===== config.mk =====
export PLATFORM = sky130hd
export DESIGN_NAME = klein_ser_core
export DESIGN_NICKNAME = d
export VERILOG_FILES = /design/src/rtl/klein_pkg.sv /design/src/rtl/klein_round.sv /design/src/rtl/klein_ser_core.sv
export SDC_FILE = /design/constraint.sdc
export NUM_CORES = 1
export LEC_CHECK = 0
export ABC_AREA = 1
export CORE_ASPECT_RATIO = 1.75
export CORE_UTILIZATION = 40
export DETAILED_ROUTE_END_ITERATION = 16
export MAX_ROUTING_LAYER = met4
export PLACE_DENSITY = 0.62
export SETUP_SLACK_MARGIN = 0.3
export SLEW_MARGIN = 20
export SYNTH_ARGS = -nofsm -noshare
export SYNTH_HDL_FRONTEND = slang
export SYNTH_SLANG_ARGS = --single-unit
export TNS_END_PERCENT = 100

===== constraint.sdc =====
create_clock -name ck -period 4.9 [get_ports ck]
set_input_delay 0.98 -clock ck [delete_from_list [all_inputs] [get_ports ck]]
set_output_delay 0.98 -clock ck [all_outputs]
set_load 0.02 [all_outputs]

===== src/rtl/klein_pkg.sv =====
// KLEIN cipher primitives shared by the byte-serial core and its round function:
// S-box, GF(2^8) column mixing, round-count lookup and the controller state type.
package klein_pkg;

  typedef enum logic [1:0] {
    S_LOAD_KEY,
    S_LOAD_PT,
    S_RUN,
    S_OUT
  } state_t;

  function automatic logic [3:0] sbox(input logic [3:0] x);
    logic [3:0] y;
    case (x)
      4'h0: y = 4'h7;
      4'h1: y = 4'h4;
      4'h2: y = 4'hA;
      4'h3: y = 4'h9;
      4'h4: y = 4'h1;
      4'h5: y = 4'hF;
      4'h6: y = 4'hB;
      4'h7: y = 4'h0;
      4'h8: y = 4'hC;
      4'h9: y = 4'h3;
      4'hA: y = 4'h2;
      4'hB: y = 4'h6;
      4'hC: y = 4'h8;
      4'hD: y = 4'hE;
      4'hE: y = 4'hD;
      default: y = 4'h5;
    endcase
    return y;
  endfunction

  function automatic logic [7:0] sbox8(input logic [7:0] x);
    return {sbox(x[7:4]), sbox(x[3:0])};
  endfunction

  // Multiply by 02 in GF(2^8) modulo x^8+x^4+x^3+x+1.
  function automatic logic [7:0] xtime(input logic [7:0] x);
    return {x[6:0], 1'b0} ^ (x[7] ? 8'h1B : 8'h00);
  endfunction

  // Circulant (02,03,01,01) on one 4-byte column, byte 0 in the MSBs.
  function automatic logic [31:0] mix_col(input logic [31:0] c);
    logic [7:0] a0, a1, a2, a3;
    a0 = c[31:24];
    a1 = c[23:16];
    a2 = c[15:8];
    a3 = c[7:0];
    return {xtime(a0) ^ xtime(a1) ^ a1 ^ a2 ^ a3,
            a0 ^ xtime(a1) ^ xtime(a2) ^ a2 ^ a3,
            a0 ^ a1 ^ xtime(a2) ^ xtime(a3) ^ a3,
            xtime(a0) ^ a0 ^ a1 ^ a2 ^ xtime(a3)};
  endfunction

  function automatic int nr_of(input int kw);
    case (kw)
      64:      return 12;
      80:      return 16;
      96:      return 20;
      default: return 0;
    endcase
  endfunction

endpackage


===== src/rtl/klein_round.sv =====
// One full KLEIN round plus the matching key-schedule step, purely combinational.
// No latency of its own; the caller registers state_nxt/rk_nxt.
module klein_round
  import klein_pkg::*;
#(
  parameter int KEY_W = 64
) (
  input  logic [63:0]      state,
  input  logic [KEY_W-1:0] rk,
  input  logic [4:0]       rc,
  output logic [63:0]      state_nxt,
  output logic [KEY_W-1:0] rk_nxt
);

  localparam int H = KEY_W / 2;

  logic [63:0]  x, s, r;
  logic [H-1:0] a, b, a_r, b_r, na, nb;

  always_comb begin
    x = state ^ rk[KEY_W-1 -: 64];
    s = '0;
    for (int i = 0; i < 16; i++) begin
      s[4*i +: 4] = sbox(x[4*i +: 4]);
    end
    r         = {s[47:0], s[63:48]};
    state_nxt = {mix_col(r[63:32]), mix_col(r[31:0])};
  end

  // Feistel-like schedule on the two key halves; byte 0 of a half is its MSB byte.
  always_comb begin
    a   = rk[KEY_W-1 -: H];
    b   = rk[H-1:0];
    a_r = {a[H-9:0], a[H-1 -: 8]};
    b_r = {b[H-9:0], b[H-1 -: 8]};
    na  = b_r;
    nb  = a_r ^ b_r;
    na[H-17 -: 8] = na[H-17 -: 8] ^ {3'b000, rc};
    nb[H-9 -: 8]  = sbox8(nb[H-9 -: 8]);
    nb[H-17 -: 8] = sbox8(nb[H-17 -: 8]);
    rk_nxt = {na, nb};
  end

endmodule


===== src/rtl/klein_ser_core.sv =====
// Byte-serial KLEIN-64/80/96 encryptor: key and plaintext in, one round per cycle, ciphertext out.
// dout_valid rises NR edges after the last plaintext byte; dout holds while dout_ready is low.
module klein_ser_core
  import klein_pkg::*;
#(
  parameter int KEY_W = 64
) (
  input  logic       ck,
  input  logic       rst,
  input  logic [7:0] din,
  input  logic       din_valid,
  output logic       din_ready,
  input  logic       key_keep,
  output logic [7:0] dout,
  output logic       dout_valid,
  input  logic       dout_ready,
  output logic       dout_last,
  output logic       busy
);

  localparam int NR = nr_of(KEY_W);
  localparam int KB = KEY_W / 8;

  if (KEY_W != 64 && KEY_W != 80 && KEY_W != 96) begin : g_bad_key_w
    $error("klein_ser_core: KEY_W must be 64, 80 or 96");
  end

  state_t           st, st_nxt;
  logic [KEY_W-1:0] key_mst, rk, rnd_rk;
  logic [63:0]      state, rnd_state, ct, ct_sh;
  logic             key_ok;
  logic [3:0]       kcnt;
  logic [2:0]       pcnt, ocnt;
  logic [4:0]       rc;
  logic             in_hs, out_hs, take_pt;

  klein_round #(.KEY_W(KEY_W)) u_round (
    .state     (state),
    .rk        (rk),
    .rc        (rc),
    .state_nxt (rnd_state),
    .rk_nxt    (rnd_rk)
  );

  assign ct    = state ^ rk[KEY_W-1 -: 64];
  assign ct_sh = ct << {ocnt, 3'b000};

  always_ff @(posedge ck) begin
    if (rst) st <= S_LOAD_KEY;
    else     st <= st_nxt;
  end

  always_comb begin
    st_nxt     = st;
    din_ready  = 1'b0;
    dout       = 8'h00;
    dout_valid = 1'b0;
    dout_last  = 1'b0;
    busy       = 1'b0;
    in_hs      = 1'b0;
    out_hs     = 1'b0;
    take_pt    = 1'b0;
    case (st)
      S_LOAD_KEY: begin
        din_ready = !rst;
        in_hs     = din_valid && !rst;
        // A stored key may be reused only from the very first byte of a block.
        take_pt   = in_hs && (kcnt == 4'd0) && key_keep && key_ok;
        if (take_pt || (in_hs && kcnt == 4'(KB-1))) st_nxt = S_LOAD_PT;
      end
      S_LOAD_PT: begin
        din_ready = !rst;
        in_hs     = din_valid && !rst;
        if (in_hs && pcnt == 3'd7) st_nxt = S_RUN;
      end
      S_RUN: begin
        busy = 1'b1;
        if (rc == 5'(NR)) st_nxt = S_OUT;
      end
      S_OUT: begin
        busy       = 1'b1;
        dout_valid = 1'b1;
        dout       = ct_sh[63:56];
        dout_last  = (ocnt == 3'd7);
        out_hs     = dout_ready;
        if (out_hs && ocnt == 3'd7) st_nxt = S_LOAD_KEY;
      end
      default: st_nxt = S_LOAD_KEY;
    endcase
  end

  always_ff @(posedge ck) begin
    if (rst) begin
      key_mst <= '0;
      rk      <= '0;
      state   <= '0;
      key_ok  <= 1'b0;
      kcnt    <= '0;
      pcnt    <= '0;
      ocnt    <= '0;
      rc      <= '0;
    end else begin
      case (st)
        S_LOAD_KEY: begin
          if (in_hs) begin
            if (take_pt) begin
              state <= {state[55:0], din};
              pcnt  <= 3'd1;
            end else begin
              // key_ok stays low until the final key byte lands.
              key_mst <= {key_mst[KEY_W-9:0], din};
              key_ok  <= (kcnt == 4'(KB-1));
              kcnt    <= (kcnt == 4'(KB-1)) ? 4'd0 : kcnt + 4'd1;
            end
          end
        end
        S_LOAD_PT: begin
          if (in_hs) begin
            state <= {state[55:0], din};
            if (pcnt == 3'd7) begin
              pcnt <= 3'd0;
              rk   <= key_mst;
              rc   <= 5'd1;
            end else begin
              pcnt <= pcnt + 3'd1;
            end
          end
        end
        S_RUN: begin
          state <= rnd_state;
          rk    <= rnd_rk;
          rc    <= rc + 5'd1;
        end
        S_OUT: begin
          if (out_hs) ocnt <= ocnt + 3'd1;
        end
        default: ;
      endcase
    end
  end

endmodule


# After elaboration in Yosys (flattened, before gate mapping)
# Memory sizes are Yosys's and may differ from the RTL's.
# Index checks and enable logic that the tools add are counted.
dict set report word_totals {
  regBits 210
  romBits 1280
  input_bits 13
  out_inout_bits 12
  elab_cells 152
  n_memories 20
}
dict set report classes {
  addsub 4
  n_eq_ne 15
  shifts 1
  muxes 37
  bitwise_logic 44
  n_reduce_logical 22
}
# memory words word_bits rd rd_clocked_by_memory_dff write_ports line_no
set memory_table {}
lappend memory_table {{(name not given)} 16 4 1 0 0 klein_pkg.sv:14} ;# case (x)
lappend memory_table {{(name not given)} 16 4 1 0 0 klein_pkg.sv:14}
lappend memory_table {{(name not given)} 16 4 1 0 0 klein_pkg.sv:14}
lappend memory_table {{(name not given)} 16 4 1 0 0 klein_pkg.sv:14}
lappend memory_table {{(name not given)} 16 4 1 0 0 klein_pkg.sv:14}
lappend memory_table {{(name not given)} 16 4 1 0 0 klein_pkg.sv:14}
lappend memory_table {{+14 memories} -- -- -- -- -- --}
# op n
set ops {}
lappend ops {{$mux W64} 5}
lappend ops {{$xor A8 B8 Y8} 40}
lappend ops {{$pmux W64 S3} 1}
lappend ops {{$pmux W64 S2} 1}
lappend ops {{$shl A64 B6 Y64} 1}
lappend ops {{$xor A64 B64 Y64} 1}
lappend ops {{$mux W5} 10}
lappend ops {{$xor A32 B32 Y32} 1}
lappend ops {{$ne A2 B2 Y1 const B} 8}
lappend ops {{$mux W3} 4}
lappend ops {{$reduce_and A4 Y1} 3}
lappend ops {{$pmux W5 S2} 1}
lappend ops {{$mux W2} 4}
lappend ops {{$mux W8} 1}
lappend ops {{$pmux W2 S4} 1}
lappend ops {{$xor A8 B5 Y8} 1}
lappend ops {{$logic_and A1 B1 Y1} 7}
lappend ops {{$mux W1} 7}
lappend ops {{$add A3 B1 Y3 const B} 2}
lappend ops {{$eq A3 B3 Y1 const B} 2}
lappend ops {{$pmux W3 S2} 1}
lappend ops {{$reduce_and A3 Y1} 2}
lappend ops {{$add A5 B1 Y5 const B} 1}
lappend ops {{$eq A5 B4 Y1 const B} 1}
lappend ops {{other kinds (14)} 17}

# Depth between registers and ports, before layout
dict set report logic_depth {
  word_depth 9
  mapped_depth 20
  depth_no_buf 20
}

# Hierarchy
# A second synthesis with hierarchy kept.
dict set report hier_totals {
  cells_unflattened 3642
  area_unflattened_um2 20118.0
}
# module n_inst cells_each area_each_um2 seq_area_each_um2
set modules_own_cells {}
lappend modules_own_cells {klein_ser_core 1 1664 10740.3 4204.0}
lappend modules_own_cells {klein_round 1 1978 9377.7 0.0}

# Worst setup path before layout
# Ideal clock, no wire load.
dict set report synth_path {
  path_kind {input to output}
  start {input rst}
  end {output din_ready}
  arrival_time_ps 1681
  t_required_ps 3920
  slack_ps 2239
  cell_stages 3
  n_path_buf 2
  path_cell_list {clkbuf_1 > clkbuf_1 > nor2_1}
}
dict set report synth_via {
  elab_chain_len 2
}
# element line_no
set synth_rtl {}
lappend synth_rtl {{start, declared} klein_ser_core.sv:9} ;# input logic rst,
lappend synth_rtl {{$logic_not A1 Y1} {klein_ser_core.sv:65, klein_ser_core.sv:72}}
lappend synth_rtl {{$mux W1} --}
lappend synth_rtl {{end, declared} klein_ser_core.sv:12} ;# output logic din_ready,
# Every way passes these cells.

# Worst setup path in the final report
dict set report layout_path {
  start {register st[0]}
  end {output busy}
}
dict set report layout_via {
  elab_chain_len 3
  word_cells_on_any_way 4
  classes_between {eq/ne: 2; mux: 1; reduce/logical: 1}
}
# element line_no
set layout_rtl {}
lappend layout_rtl {{start, declared} klein_ser_core.sv:28} ;# state_t st, st_nxt;
lappend layout_rtl {{start signal, assigned} klein_ser_core.sv:50} ;# else st <= st_nxt;
lappend layout_rtl {{$eq A2 B2 Y1} klein_ser_core.sv:63} ;# case (st)
lappend layout_rtl {{$reduce_or A2 Y1 (no source line) *} --}
lappend layout_rtl {{$mux W1 *} klein_ser_core.sv:63}
lappend layout_rtl {{end, declared} klein_ser_core.sv:18} ;# output logic busy
# Mark *: on every way between the ends. The rest lies on a longest branch, timed or not.

==> results.yml <==
run_status:
  status: "completed"
sta:
  min_period_ns: 4.33
  fin_tns_setup_ns: 0
  finalHoldViolations: 0
  tightest_slew_ns: 1.12
  setup_viol: 0
  fmax_mhz: 231
  rsz0062_at_grt: "false"
  period_share_pct: 88.4
  whs_ns: 0.457
  slew_viol_final: 0
  final.setup_skew_ns: 0.0146
  slew_headroom_pct: 25.4
cells_and_area:
  multi_input_area_mm2: 0.0127
  nNetsFinal: 3313
  seqCellArea_mm2: 0.00420
  drive_above_1_share_pct: 2.55
  fillers: 4966
  area_growth_pct: 8.13
  diodes: 0
clock_tree:
  clkLatencyLatePin_ns: 0.54
  cts_setup_buffers: 0
  cts_max_level: 1
  clock_sinks: 210
  cts_tree: "done"
  cts.path.max_buffers: 3
  post_cts_resized: 0
  cts_hold_buf: 0
  root_buffer: "clkbuf_16"
  path_clk_slew_ns: 0.06
  cts_made_buffers: 23
synthesis:
  synthFlopType: "dfxtp_1"
  synthArstFlopShare_pct: 0
  synth_warnings: 0
  synth_top_cell_by_area: "nand2_1"
  synthTopCellsByArea: "nand2_1 (33%), dfxtp_1 (23%), nand3_1 (7.7%)"
  yosysSeqAreaShare_pct: 23.1
  synth_nets: 3351
  postSynthCellCount: 3240
  ys_seq_elements: 210
  synth_edf_count: 0
  syn_area_per_cell_um2: 5.61
  synthTopCellsByCount: "nand2_1 (1,582), nand3_1 (280), inv_1 (231)"
  ys_types: 38
  netlist.area_leader.share_pct: 32.6
  netlist_area_mm2: 0.0182
  synth_most_common_cell: "nand2_1"
floorplanning:
  pin_count: 25
  core-area_mm2: 0.0450
  start_util_pct: 40.4
  die-area_mm2: 0.0464
  die_h_um: 284
  std_cell_rows: 103
  die_w_um: 163
routing:
  drc_errors: 0
  postRouteAntennaNets: 0
  drt_pass1_iterations: 6
  wl_mm: 71.4
  dr_total_vias: 20800
  via_per_inst: 5.48
  wl_per_cell_um: 18.8
  drt_iter0_drc: 1774
global_routing:
  overflow: 0
  grtUsageTotal_pct: 31.5
  antenna_found_initial: 0
  grt_pass1_vias: 19700
  grt_pass1_wl_mm: 109
  grt_max_degree: 98
critical_path:
  crit_arrival_ns: 3.35
  crit_required_ns: 3.92
  start_kind: "flop"
  path_class: "flop to output port"
  worstSetupEndpointType: "output port"
  cp_max_fo: 48
place:
  io_buffers: 24
  gp_congestion: 0.959
  hpwl_mm: 56.0
job:
  cap_violations: 0
worst_hold_path:
  hp-class: "flop to flop"
-- cells by family (layout without fill, tap and decap cells) --
kind of cell / Yosys count / in the layout / share of synthesized area (%)
buffers and inverters: 338 / 315 / 7.13
and+or+nand+nor: 2052 / 2052 / 44.8
xor gates and xnor gates: 73 / 73 / 3.80
adders and majority gates: 98 / 98 / 6.74
DFF: 210 / 210 / 23.1
AOI/OAI and AO/OA: 469 / 469 / 14.4
-- area by class of cell --
| class | count | share of cell area [%] |
|---|---|---|
| Sequential cell | 210 | 21.4 |
| Timing Repair Buffer | 39 | 1.78 |
| Clock inverter | 12 | 0.897 |
| Inverter | 236 | 4.51 |
| Tap cell | 577 | 3.67 |
| Clock buffer | 28 | 3.07 |
| Multi-Input combinational cell | 2692 | 64.7 |
-- per-stage QoR --
step                setup slack (ns)  utilization, %  area (µm²)  std cells
global route                   0.427            43.7       19700       3794
finish                         0.570            43.7       19700       3794
global placement                1.09            42.0       18900       3754
CTS                            0.620            43.7       19700       3794
detailed placement              1.04            42.0       18900       3754
floorplan                       2.24               -       18200       3240
-- state kept, by name, summed over array words and instances, names as in the netlist --
register / cells
kcnt: 4
key_mst: 64
key_ok: 1
ocnt: 3
pcnt: 3
rc: 5
rk: 64
st: 2
state: 64
-- per-layer routing --
| metal | vias up | share of wire, % | track usage [%] |
|---|---|---|---|
| li1 | 10300 | - | - |
| met1 | 9547 | 37 | 32.3 |
| met2 | 652 | 50 | 55.2 |
| met3 | 257 | 4.0 | 2.44 |
| met4 | 0 | 8.7 | 23.8 |
| met5 | - | 0 | - |
-- cell usage in the layout (no fill, tap or decap), drive strengths merged, types with 4 or more instances in the layout --
master / Yosys / layout
nand2: 1589 / 1589
nand3: 280 / 280
inv: 235 / 236
dfxtp: 210 / 210
o21ai: 197 / 197
a21oi: 177 / 177
nor2: 149 / 149
ha: 98 / 98
xnor2: 46 / 46
clkbuf: 80 / 28
xor2: 27 / 27
a221oi: 24 / 24
clkdlybuf4s50: 0 / 23
a31oi: 22 / 22
nor3: 16 / 16
buf: 22 / 16
a211oi: 11 / 11
a311oi: 8 / 8
nand3b: 8 / 8
o311ai: 8 / 8
o221ai: 7 / 7
o211ai: 7 / 7
clkinv: 1 / 6
or2: 4 / 4
o21bai: 4 / 4
bufinv: 0 / 4
-- final timing paths --
check / start / slack (ns) / endpoint / depth (start not counted)
worst min-delay path: key_mst[53]$_SDFFE_PP0P_ / 0.46 / key_mst[61]$_SDFFE_PP0P_ / 2
worst max-delay path: st[0]$_SDFFE_PP0P_ / 0.57 / busy / 5
worst min register to register: key_mst[53]$_SDFFE_PP0P_ / 0.46 / key_mst[61]$_SDFFE_PP0P_ / 2
worst max register to register: st[0]$_SDFFE_PP0P_ / 1.66 / rk[18]$_SDFFE_PP0P_ / 7
-- worst max-delay path, stage by stage, from the launching register on --
cell and delay (ns):
dfxtp_1 0.34, inv_1 0.15, ha_4 0.57, clkinv_2 0.67
nand2_1 0.40, clkdlybuf4s50_1 0.66
Power is not shown: default switching activity piles up to over one toggle a cycle in this logic, so the estimate is an artifact.
